--- src/rtl/onehot_enc_tx.sv ---
// onehot_enc_tx: buffers binary indices in a 2-entry FIFO and presents the head as a one-hot code.
// Ports:
//   clk       - rising-edge clock
//   rst_n     - asynchronous active-low reset
//   in_valid  - producer offers in_idx
//   in_idx    - binary index to encode (IDX_W bits)
//   in_ready  - FIFO has room (count < 2), registered
//   out_valid - FIFO not empty
//   out_code  - one-hot of FIFO head, zero when out_valid is low
//   out_ready - downstream accepts out_code
//   sent_cnt  - wrapping count of completed output transfers
//   idle      - FIFO empty
module onehot_enc_tx #(
    parameter int IDX_W = 3,
    localparam int CODE_W = 2 ** IDX_W
) (
    input  logic              clk,
    input  logic              rst_n,
    input  logic              in_valid,
    input  logic [IDX_W-1:0]  in_idx,
    output logic              in_ready,
    output logic              out_valid,
    output logic [CODE_W-1:0] out_code,
    input  logic              out_ready,
    output logic [7:0]        sent_cnt,
    output logic              idle
);
    logic [IDX_W-1:0] mem [2];
    logic             wptr;
    logic             rptr;
    logic [1:0]       count;
    logic             push;
    logic             pop;

    // in_ready depends only on count, so a full FIFO refuses a push even when
    // it is popped in the same cycle; this keeps out_ready off the input path.
    always_comb begin
        in_ready  = count < 2'd2;
        out_valid = count != 2'd0;
        idle      = count == 2'd0;
        push      = in_valid && in_ready;
        pop       = out_valid && out_ready;
        out_code  = out_valid ? CODE_W'(1) << mem[rptr] : '0;
    end

    always_ff @(posedge clk or negedge rst_n) begin
        if (!rst_n) begin
            mem      <= '{default: '0};
            wptr     <= 1'b0;
            rptr     <= 1'b0;
            count    <= 2'd0;
            sent_cnt <= 8'd0;
        end else begin
            if (push) begin
                mem[wptr] <= in_idx;
                wptr      <= ~wptr;
            end
            if (pop) begin
                rptr     <= ~rptr;
                sent_cnt <= sent_cnt + 8'd1;
            end
            count <= count + 2'(push) - 2'(pop);
        end
    end
endmodule

--- config.mk ---
export PLATFORM = sky130hd
export DESIGN_NAME = onehot_enc_tx
export DESIGN_NICKNAME = d
export VERILOG_FILES = /design/src/rtl/onehot_enc_tx.sv
export SDC_FILE = /design/constraint.sdc
export NUM_CORES = 1
export LEC_CHECK = 0
export CAP_MARGIN = 10
export CORE_MARGIN = 5
export CORE_UTILIZATION = 35
export DETAILED_ROUTE_END_ITERATION = 10
export PLACE_DENSITY = 0.65
export SLEW_MARGIN = 10
export SYNTH_ARGS = -nofsm -noshare
export SYNTH_HDL_FRONTEND = slang
export SYNTH_SLANG_ARGS = --single-unit
export TNS_END_PERCENT = 5
--- constraint.sdc ---
create_clock -name clk -period 1.8 [get_ports clk]
set_input_delay 0.36 -clock clk [delete_from_list [all_inputs] [get_ports clk]]
set_output_delay 0.36 -clock clk [all_outputs]
set_load 0.1 [all_outputs]
==> results.md <==
* Outcome: complete, but fails checks
* Failing checks: negative setup slack
* Tcrit/Tclk final at 105%
* CP Max Fanout at 6
* Final hold vios at 0
* Met2 WL at 926 microns
* Slew @ Worst Pin at 0.268 ns
* Fin cells at 150
* Area occupied by registers at 452 sq um
* Hold-fix buffers at CTS at 0
* Initial DRC Count at 6
* DP Cell Count at 144
* Core area at 0.00252 sq mm
* # Max-Cap Violations at 0
* Most frequent cells in the layout: buf_12, dfrtp_1, buf_4
* Sequential fraction of the synthesis area at 48.0%
* Clock-pin slew on the worst setup and hold paths at 0.09 ns
* Global-route wire length before repair at 3430 microns
* Die X at 61.8 microns
* Wire per inst at 12.6 microns
* Minimum clock period at 1.90 ns
* IO Port Bufs at 25
* RD Place Congestion at 0.735
* DIE AREA at 0.00382 sq mm
* Ports at 26
* Cell chain of the critical path: mux2_4 -> nand2b_4 -> nor2_4 -> buf_12
* Vias in the first global route at 763
* WS Path Type: reg2out
* Commonest non-fill, non-tap cell in the layout: buf_12
* Via count at 712
* Clk root buf: clkbuf_4
* Drt first pass iters at 4
* Drt drc at 0
* # fillers at 213
* Crit path DAT at 1.54 ns
* Cell row count at 18
* Synth warnings at 0
* CTS H-tree depth at 1
* Synth-to-Final Area Change at 66.7%
* Layout cells sized above 1 at 47.5%
* CP max stage delay at 0.45 ns
* Synth Flop Type: dfrtp_1
* Starting Density at 37.2%
* Area share of the largest cell type after synthesis at 48.0%
* Total GRT Usage at 11.8%
* Met1 WL at 860 microns
* Slowest-stage cell, CP: dfrtp_2
* Slew HR at 82.1%
* Finish-stage setup viols at 8
* CP Data Required Time at 1.44 ns
* Placement Setup Slack at 0.0610 ns
* Synth async-reset ratio at 100%
* Final nets at 131
* R2R depth at 5
* Clk_lat worst skew at 0.27 ns
* Syn_area_per_cell at 11.0 sq um
* Antenna Cells at 0
* Post-DR vias/cell at 4.75
* Top Metal Used: met4
* Top cells by area in the synthesized netlist: dfrtp_1, xnor2_1, mux2_2
* Synth area leader: dfrtp_1
* Max Freq at 528 MHz
* Die span in y at 61.8 microns
* EDFF count, synth at 0
* Largest net degree at the start of global routing at 19
* Synth Cell Area at 938 sq um
* Final instance area at 0.00156 sq mm
* Synthesized instance count at 85
* Yosys cell types at 26
* Detail Placement HPWL at 1560 microns
* Total grt overflow at 0
* Final setup margin at -0.0955 ns
* Hold Crit Class: in2async
* CTS tree: done
* Post-route ant nets at 0
* Slew Viols, Final at 0
* Routed WL at 1890 microns
* Placed inst area at 0.00151 sq mm
* Total nets after synthesis at 94
* Synth Register Bits at 18
* Worst Skew at 0.00237 ns
* Critical path startpoint category: flop
* CTS max path bufs at 2
* Met3 wire length at 92 microns
* Area of the multi-input gates at 526 sq um
* CTS buffer count at 3
* TritonCTS Sinks at 18
* Worst setup EP type: primary output
* RSZ-0062 raised after global routing: yes
* Initial antenna violation count at 0
-- synthesized netlist by cell type (2+ instances only) --
cell,count
buf_6,2
mux2_2,6
nor2_1,12
inv_1,4
ha_1,2
xnor2_1,8
nand2_1,8
nand2b_4,2
dfrtp_1,18
nor3_1,3
xor2_1,3
nand4_1,3
-- path summary, 6_finish.rpt --
path	from	to	slack (ns)
setup / recovery	rptr	out_code[3]	-0.1
hold / removal	rst_n	sent_cnt[0]	0.40
setup reg to reg	count[1]	count[1]	0.42
hold reg to reg	mem[5]	mem[5]	0.52
max in group asynchronous	rst_n	rptr	1.19
min in group clk	mem[5]	mem[5]	0.52
-- cell type report --
class                   count  area share [%]
inverters                   4            1.20
multi-input cells          61            33.6
well taps                  30            2.40
clock buffers               3            1.44
flip-flops and latches     18            28.9
repair buffers             34            32.5
-- metrics by stage --
| stage | hold WS (ns) | setup TNS [ns] | utilization [%] |
|---|---|---|---|
| floorplan | 0.0644 | -0.280 | - |
| global placement | 0.495 | 0 | 60.0 |
| detailed placement | 0.503 | 0 | 60.0 |
| CTS | 0.405 | -0.732 | 62.0 |
| global route | 0.429 | -1.16 | 62.0 |
| finish | 0.400 | -0.693 | 62.0 |
-- worst max-delay path: cells and delay by family (launching register included) --
kind	cells	cell delay, ns
multiplexers	1	0.31
flip-flops	1	0.45
buffers and inverters	1	0.18
AND/OR/NAND/NOR	2	0.32
-- registers in the layout, indices dropped and copies added, names as in the netlist --
signal	cells
count	2
mem	6
rptr	1
sent_cnt	8
wptr	1
-- layer usage --
metal | track usage (%) | vias up
li1 | - | 359
met3 | 2.27 | 2
met5 | 0 | -
met4 | 1.82 | 0
met1 | 15.7 | 330
met2 | 20.3 | 21
-- logic make-up (layout without fill, tap and decap cells) --
family	after synthesis	after routing	share of synthesized area, %
flops	18	18	48.0
simple gates	34	34	19.5
buf+inv	6	41	4.00
compound gates	6	6	5.73
xor+xnor	11	11	10.3
mux	8	8	9.87
fa+ha+maj	2	2	2.67
-- timing repair --
action / in CTS / in global routing
setup buffers: 3 / 0
pin swaps: 3 / 1
resized for setup: 2 / 0
setup endpoints to repair: 8 / 8
Power is not shown: default switching activity piles up to over one toggle a cycle in this logic, so the estimate is an artifact.
